`src/rtl/hazard_controller.sv`:
```
// Pipeline sequencing unit: boot flush, load-use bubbling, MEM redirect flushes,
// memory-busy freeze, and saturating stall/flush performance counters.
module hazard_controller #(
  parameter int REG_BITS    = 6,
  parameter int BOOT_CYCLES = 3,
  parameter int CNT_BITS    = 16
) (
  input  logic                clk,
  input  logic                reset,
  input  logic [3:0]          IDOpcode,
  input  logic [REG_BITS-1:0] IDRs,
  input  logic [REG_BITS-1:0] IDRt,
  input  logic                EXMemRead,
  input  logic [REG_BITS-1:0] EXRd,
  input  logic                MEMRedirect,
  input  logic                MemBusy,
  output logic                PCWrite,
  output logic                IFIDWrite,
  output logic                IDEXBubble,
  output logic                IFIDFlush,
  output logic                IDEXFlush,
  output logic                EXMEMFlush,
  output logic [CNT_BITS-1:0] StallCount,
  output logic [CNT_BITS-1:0] FlushCount,
  output logic [1:0]          dbg_state
);

  typedef enum logic [1:0] {
    ST_BOOT   = 2'd0,
    ST_RUN    = 2'd1,
    ST_FREEZE = 2'd2
  } state_t;

  localparam logic [3:0] BOOT_INIT = 4'(BOOT_CYCLES - 1);

  state_t              state_q, state_d;
  logic [3:0]          boot_cnt_q, boot_cnt_d;
  logic [CNT_BITS-1:0] stall_q, stall_d;
  logic [CNT_BITS-1:0] flush_q, flush_d;

  logic uses_rs, uses_rt, load_use;
  logic stall_inc, flush_inc;

  assign uses_rs  = !((IDOpcode == 4'b0000) || (IDOpcode == 4'b1111));
  assign uses_rt  = IDOpcode inside {4'b0011, 4'b0100, 4'b0110, 4'b0111};
  assign load_use = EXMemRead && ((uses_rs && (IDRs == EXRd)) ||
                                  (uses_rt && (IDRt == EXRd)));

  always_comb begin
    state_d    = state_q;
    boot_cnt_d = boot_cnt_q;
    stall_inc  = 1'b0;
    flush_inc  = 1'b0;
    PCWrite    = 1'b0;
    IFIDWrite  = 1'b0;
    IDEXBubble = 1'b0;
    IFIDFlush  = 1'b0;
    IDEXFlush  = 1'b0;
    EXMEMFlush = 1'b0;
    case (state_q)
      ST_RUN, ST_FREEZE: begin
        if ((state_q == ST_FREEZE) && MemBusy) begin
          // Frozen: everything holds, redirects wait until memory is ready.
          stall_inc = 1'b1;
        end else begin
          state_d = ST_RUN;
          if (MEMRedirect) begin
            PCWrite    = 1'b1;
            IFIDWrite  = 1'b1;
            IFIDFlush  = 1'b1;
            IDEXFlush  = 1'b1;
            EXMEMFlush = 1'b1;
            flush_inc  = 1'b1;
          end else if (MemBusy) begin
            state_d   = ST_FREEZE;
            stall_inc = 1'b1;
          end else if (load_use) begin
            IDEXBubble = 1'b1;
            stall_inc  = 1'b1;
          end else begin
            PCWrite   = 1'b1;
            IFIDWrite = 1'b1;
          end
        end
      end
      default: begin
        // Boot (and any illegal encoding) flushes everything until the count expires.
        IDEXBubble = 1'b1;
        IFIDFlush  = 1'b1;
        IDEXFlush  = 1'b1;
        EXMEMFlush = 1'b1;
        if (state_q != ST_BOOT) begin
          state_d    = ST_BOOT;
          boot_cnt_d = BOOT_INIT;
        end else if (boot_cnt_q == 4'd0) begin
          state_d = ST_RUN;
        end else begin
          boot_cnt_d = boot_cnt_q - 4'd1;
        end
      end
    endcase
  end

  always_comb begin
    stall_d = stall_q;
    flush_d = flush_q;
    if (stall_inc && (stall_q != {CNT_BITS{1'b1}})) stall_d = stall_q + CNT_BITS'(1);
    if (flush_inc && (flush_q != {CNT_BITS{1'b1}})) flush_d = flush_q + CNT_BITS'(1);
  end

  always_ff @(posedge clk or posedge reset) begin
    if (reset) begin
      state_q    <= ST_BOOT;
      boot_cnt_q <= BOOT_INIT;
      stall_q    <= '0;
      flush_q    <= '0;
    end else begin
      state_q    <= state_d;
      boot_cnt_q <= boot_cnt_d;
      stall_q    <= stall_d;
      flush_q    <= flush_d;
    end
  end

  assign StallCount = stall_q;
  assign FlushCount = flush_q;
  assign dbg_state  = state_q;

endmodule
```
`config.mk`:
```
export PLATFORM = sky130hd
export DESIGN_NAME = hazard_controller
export DESIGN_NICKNAME = d
export VERILOG_FILES = /design/src/rtl/hazard_controller.sv
export SDC_FILE = /design/constraint.sdc
export NUM_CORES = 1
export LEC_CHECK = 0
export CAP_MARGIN = 10
export CORE_MARGIN = 1.5
export CORE_UTILIZATION = 35
export CTS_CLUSTER_DIAMETER = 30
export DETAILED_ROUTE_END_ITERATION = 8
export PLACE_DENSITY_LB_ADDON = 0.2
export SYNTH_ARGS = -nofsm -noshare
export SYNTH_HDL_FRONTEND = slang
export SYNTH_SLANG_ARGS = --single-unit
export TNS_END_PERCENT = 1
```
`constraint.sdc`:
```
create_clock -name clk -period 3.2 [get_ports clk]
set_input_delay 0.64 -clock clk [delete_from_list [all_inputs] [get_ports clk]]
set_output_delay 0.64 -clock clk [all_outputs]
set_load 0.1 [all_outputs]
```
==> flow_summary.yaml <==
power:
  p_leak_nw: 1.338
  combPwrFrac: 0.630
  power_frac_seq: 0.236
  swShare: 0.5435
  power_frac_clock: 0.135
  vdd_drop_max_v: 0.0008514
  report.power.total_mw: 2.945
  p_int_mw: 1.344
  switchingPower_mw: 1.600
  p_per_area_nw_per_um2: 1014
cts:
  post_cts_resized: 0
  cts_setup_buffers: 0
  cts_made_buffers: 5
  htreeDepth: 2
  clock_sinks: 38
  clkLatencyLatePin_ps: 290
  clockBufferDepth: 2
  cts_root_buf: "clkbuf_8"
  cts_tree: "yes"
  hold_buffers: 0
  clk_pin_slew_ps: 70
route:
  drtIter0Drc: 53
  ant_nets: 0
  vias: 1741
  via_per_inst: 5.032
  routedWlPerCell_um: 13.02
  drt-total-wl_um: 4504
  drtPass1Iterations: 4
  drc: 0
worst_hold_path:
  min_from: "FlushCount[13]"
  hp-class: "register to register"
  holdPathEnd: "FlushCount[13]"
  timing.hold.worst_path_depth: 1
timing:
  max_freq_ghz: 0.3277
  period_share: 0.9537
  setup_viol: 0
  period_minus_slack_ps: 3052
  finalClockSkew_ps: 7.442
  max_slew.worst_pin.slew_ps: 544.6
  finalHoldViolCount: 0
  hold_slack_ps: 491.2
  slew_headroom: 0.6370
  rsz0062_at_grt: "no"
  final-max-slew-violation-count: 0
floorplan:
  coreArea_um2: 5642
  chipWidth_um: 80.34
  rows: 27
  initial_core_util: 0.3710
  die-area_um2: 6454
  die_h_um: 80.34
  io_pins: 67
logic_synthesis:
  syn-num-nets: 236
  syn_inst: 203
  synth-seq-area-share: 0.4549
  synth_warnings: 0
  synth-seq-cells: 38
  synth_cell_types: 36
  syn_area_um2: 2093
  synth.avg_cell_area_um2: 10.31
global_routing:
  grt.total_usage: 0.1509
  antenna_found_initial: 0
  overflow: 0
  grt_max_degree: 39
  grt_pass1_vias: 1651
  grt_first_pass_wirelength_um: 7521
layout:
  multi_input_area_um2: 1057
  fin_util: 0.5150
  finalNonFillerCells: 346
  antennaDiodeCount: 0
  drive_gt1_frac: 0.2263
  num-fill-cells: 544
  final_area_um2: 2905
  syn2layout_area_growth_pct: 38.79
  regArea_um2: 952.2
  nNetsFinal: 306
worst_setup_path:
  cp_slowest_stage_delay_ps: 450
  start_kind: "input port"
  reg2reg_from: "dbg_state[0]"
  end_kind: "output port"
  reg2reg_depth: 5
  reg2reg_to: "dbg_state[1]"
  worst_path_max_delay_cell: "clkdlybuf4s50_1"
  cpMostUsedCell: "nand2_1"
  reg2reg_slack_ps: 1120
  cp_max_fo: 3
  arrival_ps: 2410
  crit_type: "input port to output port"
  crit_chain: "clkdlybuf4s50_1 -> xor2_1 -> nor4_1 -> nand4_1 -> nand2_1 -> nand2_1 -> o31ai_2 -> buf_12"
  required_ps: 2560
placement:
  dp_hpwl_um: 3380
  gp_congestion: 0.7523
  dp.cells: 338
  place_area_um2: 2799
  port_buffers: 66
flow_run:
  max-cap-violations: 0
run_status:
  outcome: "complete, no violations"
==> metal layers <==
layer  vias to the layer above  wire [µm]  global-route usage
met5                         -          0                   0
met3                         6        218             0.04205
met2                        47       2154              0.2546
li1                        847          -                   -
met1                       841       2078              0.1858
met4                         0         53             0.04655
==> logic make-up after synthesis <==
| logic type | share of synthesized area |
|---|---|
| compound gates | 0.07531 |
| xor+xnor | 0.1757 |
| fa+ha+maj | 0.03586 |
| buf+inv | 0.04244 |
| flops | 0.4549 |
| mux | 0.02092 |
| simple gates | 0.1949 |
==> state kept, by name, summed over array words and instances, names as in the netlist <==
| signal | count |
|---|---|
| StallCount | 16 |
| boot_cnt_q | 4 |
| FlushCount | 16 |
| dbg_state | 2 |
==> cells in the final DEF, fill, tap and decap left out, types with 2 or more instances in the layout <==
| master | synthesis | routed |
|---|---|---|
| a21oi_1 | 4 | 4 |
| a31oi_1 | 2 | 2 |
| and2_1 | 3 | 3 |
| and3_1 | 5 | 5 |
| and3_2 | 3 | 3 |
| and4_1 | 2 | 2 |
| buf_12 | 0 | 6 |
| buf_4 | 3 | 38 |
| clkbuf_1 | 0 | 2 |
| clkbuf_8 | 0 | 5 |
| clkdlybuf4s50_1 | 0 | 26 |
| dfrtp_1 | 37 | 37 |
| ha_1 | 6 | 6 |
| inv_1 | 9 | 9 |
| mux2_2 | 3 | 3 |
| nand2_1 | 20 | 20 |
| nand3_1 | 8 | 8 |
| nand4_1 | 16 | 16 |
| nor2_1 | 9 | 9 |
| nor3_1 | 3 | 3 |
| nor4_1 | 3 | 3 |
| o21a_1 | 4 | 4 |
| o21ai_0 | 3 | 3 |
| xnor2_1 | 26 | 26 |
| xor2_1 | 16 | 16 |
==> worst max-delay path, delay by kind of cell <==
kind                   cells  cell delay, ps
XOR/XNOR                   1             160
AO/OA/AOI/OAI              1             260
AND/OR/NAND/NOR            4             680
buffers and inverters      2             670
==> worst max-delay path by stage <==
stage / from / to / slack, ps / depth (start not counted)
6_report: EXRd[1] / IDEXBubble / 150 / 8
5_1_grt: EXRd[1] / IDEXBubble / 50 / 8
4_1_cts: EXRd[1] / IDEXBubble / 140 / 8
3_5_place_dp: EXRd[1] / IDEXBubble / 150 / 8
3_3_place_gp: EXRd[1] / IDEXBubble / 140 / 8
2_1_floorplan: dbg_state[0] / IDEXFlush / -190 / 6
==> cells in the mapped netlist <==
library cell,instances,area (µm²)
a21oi_1,4,20.02
a41o_1,1,10.01
buf_2,2,10.01
inv_1,9,33.78
nor4_2,1,12.51
nor3_1,3,15.01
and3_1,5,31.28
nand2b_1,1,6.260
xor2_1,16,140.1
buf_6,2,22.52
nand3_1,8,40.04
nor3_4,1,16.27
a41oi_1,1,8.760
mux2_2,3,33.78
a211oi_1,1,7.510
and4_1,2,17.52
dfrtp_1,37,925.9
xnor2_1,26,227.7
a32o_1,1,10.01
a31oi_1,2,12.51
dfstp_2,1,26.28
ha_1,6,75.07
nand2_1,20,75.07
o211ai_1,1,7.510
o21a_1,4,30.03
o31ai_1,2,15.01
buf_4,3,22.52
nand4_1,16,100.1
o21ai_0,3,15.01
a31oi_2,1,12.51
and2_1,3,18.77
mux2i_1,1,10.01
and3_2,3,22.52
nor2_1,9,33.78
o21ai_2,1,8.760
nor4_1,3,18.77
==> area by class of cell <==
cell class,count,area share
inverter,9,0.01163
sequential,38,0.3277
timing repair buffer,70,0.2291
clock buffer,7,0.02627
clock inverter,1,0.01034
tap,72,0.03101
multi-input combinational,149,0.3639
==> power groups by stage <==
stage / clock network [mW] / logic, mW / registers, mW
6_report: 0.396 / 1.85 / 0.694
5_1_grt: 0.437 / 1.95 / 0.713
4_1_cts: 0.409 / 1.87 / 0.694
3_5_place_dp: 0 / 1.86 / 0.703
3_3_place_gp: 0 / 1.86 / 0.700
2_1_floorplan: 0 / 0.846 / 1.24
==> through the flow <==
step	TNS, ps	setup slack, ps
finish	0	148.1
global route	0	50.16
CTS	0	144.8
detailed placement	0	153.9
global placement	0	141.5
floorplan	-743.7	-188.5
Power figures use the tool's default switching activity.
